[src/rtl/mc_ctrl.sv]
`default_nettype none
// +----------------------------------------------------------------------+
// | mc_ctrl : multi-cycle MIPS main controller (Moore FSM).              |
// | Optional: MC_CTRL_JAL_JR_EN enables jal / jr support.                |
// | Rev 1.0 - initial release                                            |
// +----------------------------------------------------------------------+
module mc_ctrl (
  input  logic       clk,
  input  logic       rst_n,
  input  logic [5:0] opcode,
  input  logic [5:0] funct,
  input  logic       zero,
  output logic       PCWr,
  output logic       PCWrCond,
  output logic       IorD,
  output logic       MemWr,
  output logic       IRWr,
  output logic       RegWr,
  output logic [1:0] RegDst,
  output logic [1:0] MemtoReg,
  output logic       ALUSrcA,
  output logic [1:0] ALUSrcB,
  output logic [2:0] ALUOp,
  output logic [1:0] PCSource,
  output logic       ExtOp,
  output logic       Illegal,
  output logic       InstrDone
);

  typedef enum logic [3:0] {
    S_INIT   = 4'd0,
    S_FETCH  = 4'd1,
    S_DECODE = 4'd2,
    S_MADDR  = 4'd3,
    S_MRD    = 4'd4,
    S_MWB    = 4'd5,
    S_MWR    = 4'd6,
    S_REXE   = 4'd7,
    S_RWB    = 4'd8,
    S_IEXE   = 4'd9,
    S_IWB    = 4'd10,
    S_BRANCH = 4'd11,
    S_JUMP   = 4'd12,
    S_ILL    = 4'd13
`ifdef MC_CTRL_JAL_JR_EN
    ,
    S_JAL    = 4'd14,
    S_RJR    = 4'd15
`endif
  } state_t;

  localparam logic [1:0] c_IMM_ADDIU = 2'd0;
  localparam logic [1:0] c_IMM_ORI   = 2'd1;
  localparam logic [1:0] c_IMM_LUI   = 2'd2;

  state_t     r_state;
  state_t     w_next;
  logic [1:0] r_imm_kind;
  logic [1:0] w_imm_kind;

  // zero qualifies the PC write inside the datapath; nothing here depends on it
  logic w_unused_zero;
  assign w_unused_zero = zero;

  // The I-type flavour is latched leaving decode so S_IEXE stays a pure Moore state
  always_comb begin
    case (opcode)
      6'h0D:   w_imm_kind = c_IMM_ORI;
      6'h0F:   w_imm_kind = c_IMM_LUI;
      default: w_imm_kind = c_IMM_ADDIU;
    endcase
  end

  always_ff @(posedge clk or negedge rst_n) begin
    if (!rst_n) begin
      r_state    <= S_INIT;
      r_imm_kind <= c_IMM_ADDIU;
    end else begin
      r_state <= w_next;
      if (r_state == S_DECODE) r_imm_kind <= w_imm_kind;
    end
  end

  always_comb begin
    w_next = S_FETCH;
    case (r_state)
      S_INIT:  w_next = S_FETCH;
      S_FETCH: w_next = S_DECODE;
      S_DECODE: begin
        case (opcode)
          6'h23, 6'h2B: w_next = S_MADDR;
`ifdef MC_CTRL_JAL_JR_EN
          6'h00:        w_next = (funct == 6'h08) ? S_RJR : S_REXE;
          6'h03:        w_next = S_JAL;
`else
          6'h00:        w_next = (funct == 6'h08) ? S_ILL : S_REXE;
`endif
          6'h04:        w_next = S_BRANCH;
          6'h02:        w_next = S_JUMP;
          6'h09, 6'h0D, 6'h0F: w_next = S_IEXE;
          default:      w_next = S_ILL;
        endcase
      end
      S_MADDR: w_next = (opcode == 6'h23) ? S_MRD : S_MWR;
      S_MRD:   w_next = S_MWB;
      S_REXE:  w_next = S_RWB;
      S_IEXE:  w_next = S_IWB;
      default: w_next = S_FETCH;
    endcase
  end

  always_comb begin
    PCWr      = 1'b0;
    PCWrCond  = 1'b0;
    IorD      = 1'b0;
    MemWr     = 1'b0;
    IRWr      = 1'b0;
    RegWr     = 1'b0;
    RegDst    = 2'd0;
    MemtoReg  = 2'd0;
    ALUSrcA   = 1'b0;
    ALUSrcB   = 2'd0;
    ALUOp     = 3'd0;
    PCSource  = 2'd0;
    ExtOp     = 1'b0;
    Illegal   = 1'b0;
    InstrDone = 1'b0;
    case (r_state)
      S_FETCH: begin
        IRWr    = 1'b1;
        ALUSrcB = 2'd1;
        PCWr    = 1'b1;
      end
      S_DECODE: begin
        ALUSrcB = 2'd3;
        ExtOp   = 1'b1;
      end
      S_MADDR: begin
        ALUSrcA = 1'b1;
        ALUSrcB = 2'd2;
        ExtOp   = 1'b1;
      end
      S_MRD: IorD = 1'b1;
      S_MWB: begin
        RegWr     = 1'b1;
        MemtoReg  = 2'd1;
        InstrDone = 1'b1;
      end
      S_MWR: begin
        IorD      = 1'b1;
        MemWr     = 1'b1;
        InstrDone = 1'b1;
      end
      S_REXE: begin
        ALUSrcA = 1'b1;
        ALUOp   = 3'd2;
      end
      S_RWB: begin
        RegWr     = 1'b1;
        RegDst    = 2'd1;
        InstrDone = 1'b1;
      end
      S_IEXE: begin
        ALUSrcA = 1'b1;
        ALUSrcB = 2'd2;
        case (r_imm_kind)
          c_IMM_ORI: ALUOp = 3'd3;
          c_IMM_LUI: ALUOp = 3'd4;
          default: begin
            ALUOp = 3'd0;
            ExtOp = 1'b1;
          end
        endcase
      end
      S_IWB: begin
        RegWr     = 1'b1;
        InstrDone = 1'b1;
      end
      S_BRANCH: begin
        ALUSrcA   = 1'b1;
        ALUOp     = 3'd1;
        PCSource  = 2'd1;
        PCWrCond  = 1'b1;
        InstrDone = 1'b1;
      end
      S_JUMP: begin
        PCSource  = 2'd2;
        PCWr      = 1'b1;
        InstrDone = 1'b1;
      end
`ifdef MC_CTRL_JAL_JR_EN
      S_JAL: begin
        PCSource  = 2'd2;
        PCWr      = 1'b1;
        RegWr     = 1'b1;
        RegDst    = 2'd2;
        MemtoReg  = 2'd2;
        InstrDone = 1'b1;
      end
      S_RJR: begin
        PCSource  = 2'd3;
        PCWr      = 1'b1;
        InstrDone = 1'b1;
      end
`endif
      S_ILL: begin
        Illegal   = 1'b1;
        InstrDone = 1'b1;
      end
      default: ;
    endcase
  end

endmodule
`default_nettype wire
[config.mk]
export PLATFORM = sky130hd
export DESIGN_NAME = mc_ctrl
export DESIGN_NICKNAME = d
export VERILOG_FILES = /design/src/rtl/mc_ctrl.sv
export SDC_FILE = /design/constraint.sdc
export NUM_CORES = 1
export LEC_CHECK = 0
export CAP_MARGIN = 0
export CORE_UTILIZATION = 35
export CTS_CLUSTER_DIAMETER = 50
export DETAILED_ROUTE_END_ITERATION = 10
export PLACE_DENSITY = 0.85
export SYNTH_ARGS = -nofsm -noshare
export SYNTH_HDL_FRONTEND = slang
export SYNTH_SLANG_ARGS = --single-unit
[constraint.sdc]
create_clock -name clk -period 1.6 [get_ports clk]
set_clock_uncertainty 0.1 [all_clocks]
set_input_delay 0.48 -clock clk [delete_from_list [all_inputs] [get_ports clk]]
set_output_delay 0.48 -clock clk [all_outputs]
set_load 0.1 [all_outputs]
==> flow_summary.ini, run 1 <==
[cts]
clockBufferDepth = 2
cts_root_buf = clkbuf_4
numCtsBuffers = 3
htree_levels = 1
cts.sinks = 6
holdBufCountCts = 0
cts_setup_buffers = 8
post_cts_resized = 52

[synthesis]
syn-cell-area_um2 = 687
yosys.cell_types.count = 34
synth-seq-cells = 6
synth-seq-area-share = 0.219
ys_top_cells_by_area = dfrtp_1 22%, nand2b_1 6.4%, a21oi_1 5.8%
avgSynthCellArea_um2 = 7.31
yosys_warnings = 0
synth_top_area_share = 0.219
syn_inst = 94
yosysTopAreaCell = dfrtp_1

[placement]
post-dp-hpwl_um = 2590
place_congestion = 0.909
portBuffers = 32

[floorplan]
die_h_um = 46.3
start_util = 0.385
row_count = 15
fp.dieW_um = 46.3
pin_count = 36

[run_status]
run_status = aborted with a tool error
firstError = [ERROR DPL-0038] Utilization greater than 100%, impossible to legalize
stop_stage = clock tree synthesis
## Yosys cell counts, drive strengths merged
master and number:
buf 4, nor4 2, conb 1, a22o 2
a221o 2, a211oi 3, and3 2, nand4b 1
or4 1, nand2b 8, and2 2, a21oi 8
o22ai 2, dfrtp 6, nor2b 3, nor2 10
or3 1, ha 2, clkbuf 6, o32a 1
o21ai 6, a21boi 2, inv 3, nor4b 1
nor3b 2, nand3b 2, or2 1, nand2 4
nor3 6
## cell families after synthesis
| family | count (synthesis) | synth area share |
|---|---|---|
| compound gates | 26 | 0.251 |
| fa+ha+maj | 2 | 0.0364 |
| buf+inv | 13 | 0.0892 |
| flops | 6 | 0.219 |
| other cells | 1 | 0.00546 |
| simple gates | 46 | 0.399 |
## through the flow
stage	TNS (ns)	area (um2)	setup WS, ns	std cells
2_1_floorplan	-9.21	941	-0.905	95
3_3_place_gp	-5.49	1610	-0.529	179
3_5_place_dp	-7.11	1610	-0.619	179
==> run 2: changes to the inputs <==
CORE_AREA = 2 2 63 65   (was not set)
CORE_UTILIZATION = not set   (was 35)
CTS_CLUSTER_DIAMETER = not set   (was 50)
DIE_AREA = 0 0 65 67   (was not set)
PLACE_DENSITY = not set   (was 0.85)
PLACE_DENSITY_LB_ADDON = 0.15   (was not set)
clock period = 2.1 ns   (was 1.6 ns; I/O delays follow)
==> run 2 against run 1 <==
  * The flow now finishes, with violations (setup timing)
  * Synthesized area unchanged
  * Synthesized cell count unchanged
==> flow_summary.ini, run 2 <==
[cts]
clk_pin_slew_ns = 0.04
cts_root_buf = clkbuf_8
clockBufferDepth = 2
numCtsBuffers = 3
htree_levels = 1
cts_tree = built
clk_latency_ns = 0.22
cts.sinks = 6
holdBufCountCts = 0

[synthesis]
synth-seq-cells = 6
synth-main-ff-cell = dfrtp_1
yosys_warnings = 0
yosysTopAreaCell = dfrtp_1
syn_inst = 94
synth.top_cells.by_count = 10 x nor2_1, 8 x a21oi_1, 7 x nand2b_1
yosysMostFrequentCell = nor2_1
yosys.cell_types.count = 34
syn-cell-area_um2 = 687
synth_top_area_share = 0.219
synth-seq-area-share = 0.219
synth_async_sr_flop_share = 1.00
synth_edf_count = 0
ys_top_cells_by_area = dfrtp_1 22%, nand2b_1 6.4%, a21oi_1 5.8%
avgSynthCellArea_um2 = 7.31

[floorplan]
pin_count = 36
die_h_um = 67
dieArea_um2 = 4360
row_count = 22
core_area_um2 = 3610
start_util = 0.190
fp.dieW_um = 65

[finish]
layout.nets = 175
top_register = r_state
layout_common_cells = 28 x buf_4, 19 x buf_12, 11 x clkdlybuf4s50_1, 8 x buf_6, 7 x nor2_1
largest_register_ffs = 4
antenna_cells = 0
syn_to_final_growth_pct = 158
largestRegisters = r_state x4, r_imm_kind x2
mostFrequentLayoutCell = buf_4
drive_gt1_frac = 0.609

[min_path]
hold_path.startpoint = r_imm_kind[1]$_DFFE_PN0P_
hold_path_end = r_imm_kind[1]$_DFFE_PN0P_
hp-class = flip-flop to flip-flop
whs_path_depth = 1

[routing]
drt_iter0_markers = 11
dr.pass1.iters = 4
vias_per_cell = 4.45
num_vias = 907
wl_um = 2230
drc = 0
wl_per_cell_um = 10.9
antenna_left = 0

[timing]
rsz0062_at_grt = yes
min_period_over_period = 1.04
setup_slack_ns = -0.0757
max_freq_mhz = 460
tns_ns = -0.322
finalHoldViolations = 0
period_needed_ns = 2.18
slew_violations = 0
whs_ns = 0.472
finalSetupViolations = 7

[global_route]
grt_util_all_layers = 0.106
grt_pass1_wl_um = 3640
grt_start_max_net_pins = 13
grt_pass1_vias = 846
grt_overflow_total = 0
antenna_found_initial = 0

[critical_path]
worstPathArrival_ns = 1.45
path_class = flip-flop to primary output
cp_data_required_time_ns = 1.37
r2r-start = r_state[1]$_DFF_PN0_
reg2reg_slack_ns = 0.41
critPathLaunchType = flip-flop
crit_fanout = 6
cp-end-kind = primary output
r2r_cells = 6
regToRegEndpoint = r_imm_kind[0]$_DFFE_PN0P_

[run_status]
violations = setup timing
run_status = finished with violations

[placement]
portBuffers = 32
place_worst_setup_slack_ns = -0.223
post-dp-hpwl_um = 1700
place_congestion = 0.732

[power]
powerDensity_nw_per_um2 = 1600
vdd_drop_max_mv = 0.545
p_leak_uw = 0.000717

[run]
drv_cap = 0
[run 2: layout make-up]
type	count	area, um2
multi-input combinational	76	693
tap	48	60.1
clock buffer	3	41.3
inverter	3	11.3
timing repair buffer	68	808
sequential	6	155
fill	350	1840
[run 2: how the worst max path moves through the flow]
stage,startpoint,to,slack (ns),cells after the start
after floorplan,r_state[3]$_DFF_PN0_,PCWr,-0.55,4
after global placement,opcode[5],r_state[3]$_DFF_PN0_,-0.21,5
after detailed placement,opcode[5],r_state[3]$_DFF_PN0_,-0.22,5
after CTS,r_state[1]$_DFF_PN0_,PCWr,-0.09,5
after global routing,r_state[1]$_DFF_PN0_,PCWr,-0.14,5
final,r_state[1]$_DFF_PN0_,InstrDone,-0.08,5
[run 2: layer usage]
metal,share of wire,global-route usage,up-vias,routed length [um]
li1,-,-,463,-
met4,0.019,0.0559,0,43
met2,0.49,0.187,28,1100
met1,0.43,0.126,411,967
met3,0.056,0.0118,5,124
met5,0,0,-,0
[run 2: per-stage QoR]
step	total power [uW]	instances	instance area (um2)	util
floorplan	1780	95	937	-
global placement	2420	189	1540	0.427
detailed placement	2430	189	1540	0.427
CTS	2740	199	1670	0.464
global route	2970	204	1770	0.491
finish	2840	204	1770	0.491
[run 2: repair_timing]
| action | 4_1_cts | 5_1_grt |
|---|---|---|
| hold endpoints to repair | 0 | 0 |
| setup endpoints to repair | 20 | 19 |
| pin swaps | 6 | 10 |
| setup buffers | 7 | 5 |
| resized for setup | 19 | 16 |
[run 2: worst max-delay path, cell delays in order (launching register included)]
cell,delay (ns)
dfrtp_2,0.41
buf_6,0.15
nand2b_1,0.10
a21oi_1,0.06
a221o_2,0.33
buf_12,0.17
[run 2: cells by family (layout without fill, tap and decap cells)]
| logic type | count (synthesis) | after routing | share of synthesized area |
|---|---|---|---|
| AOI/OAI and AO/OA | 26 | 26 | 0.251 |
| adders and majority gates | 2 | 2 | 0.0364 |
| buffers and inverters | 13 | 74 | 0.0892 |
| DFF | 6 | 6 | 0.219 |
| and+or+nand+nor | 46 | 46 | 0.399 |
| other | 1 | 2 | 0.00546 |
[run 2: power by group]
| group | internal, uW | total (uW) | leakage (uW) | switching, uW |
|---|---|---|---|---|
| Sequential | 157 | 231 | 0.0000731 | 73.9 |
| Combinational | 1020 | 2440 | 0.000623 | 1420 |
| Clock | 123 | 169 | 0.0000216 | 46.3 |
| Total | 1300 | 2840 | 0.000717 | 1540 |
(Power assumes the default switching activity.)
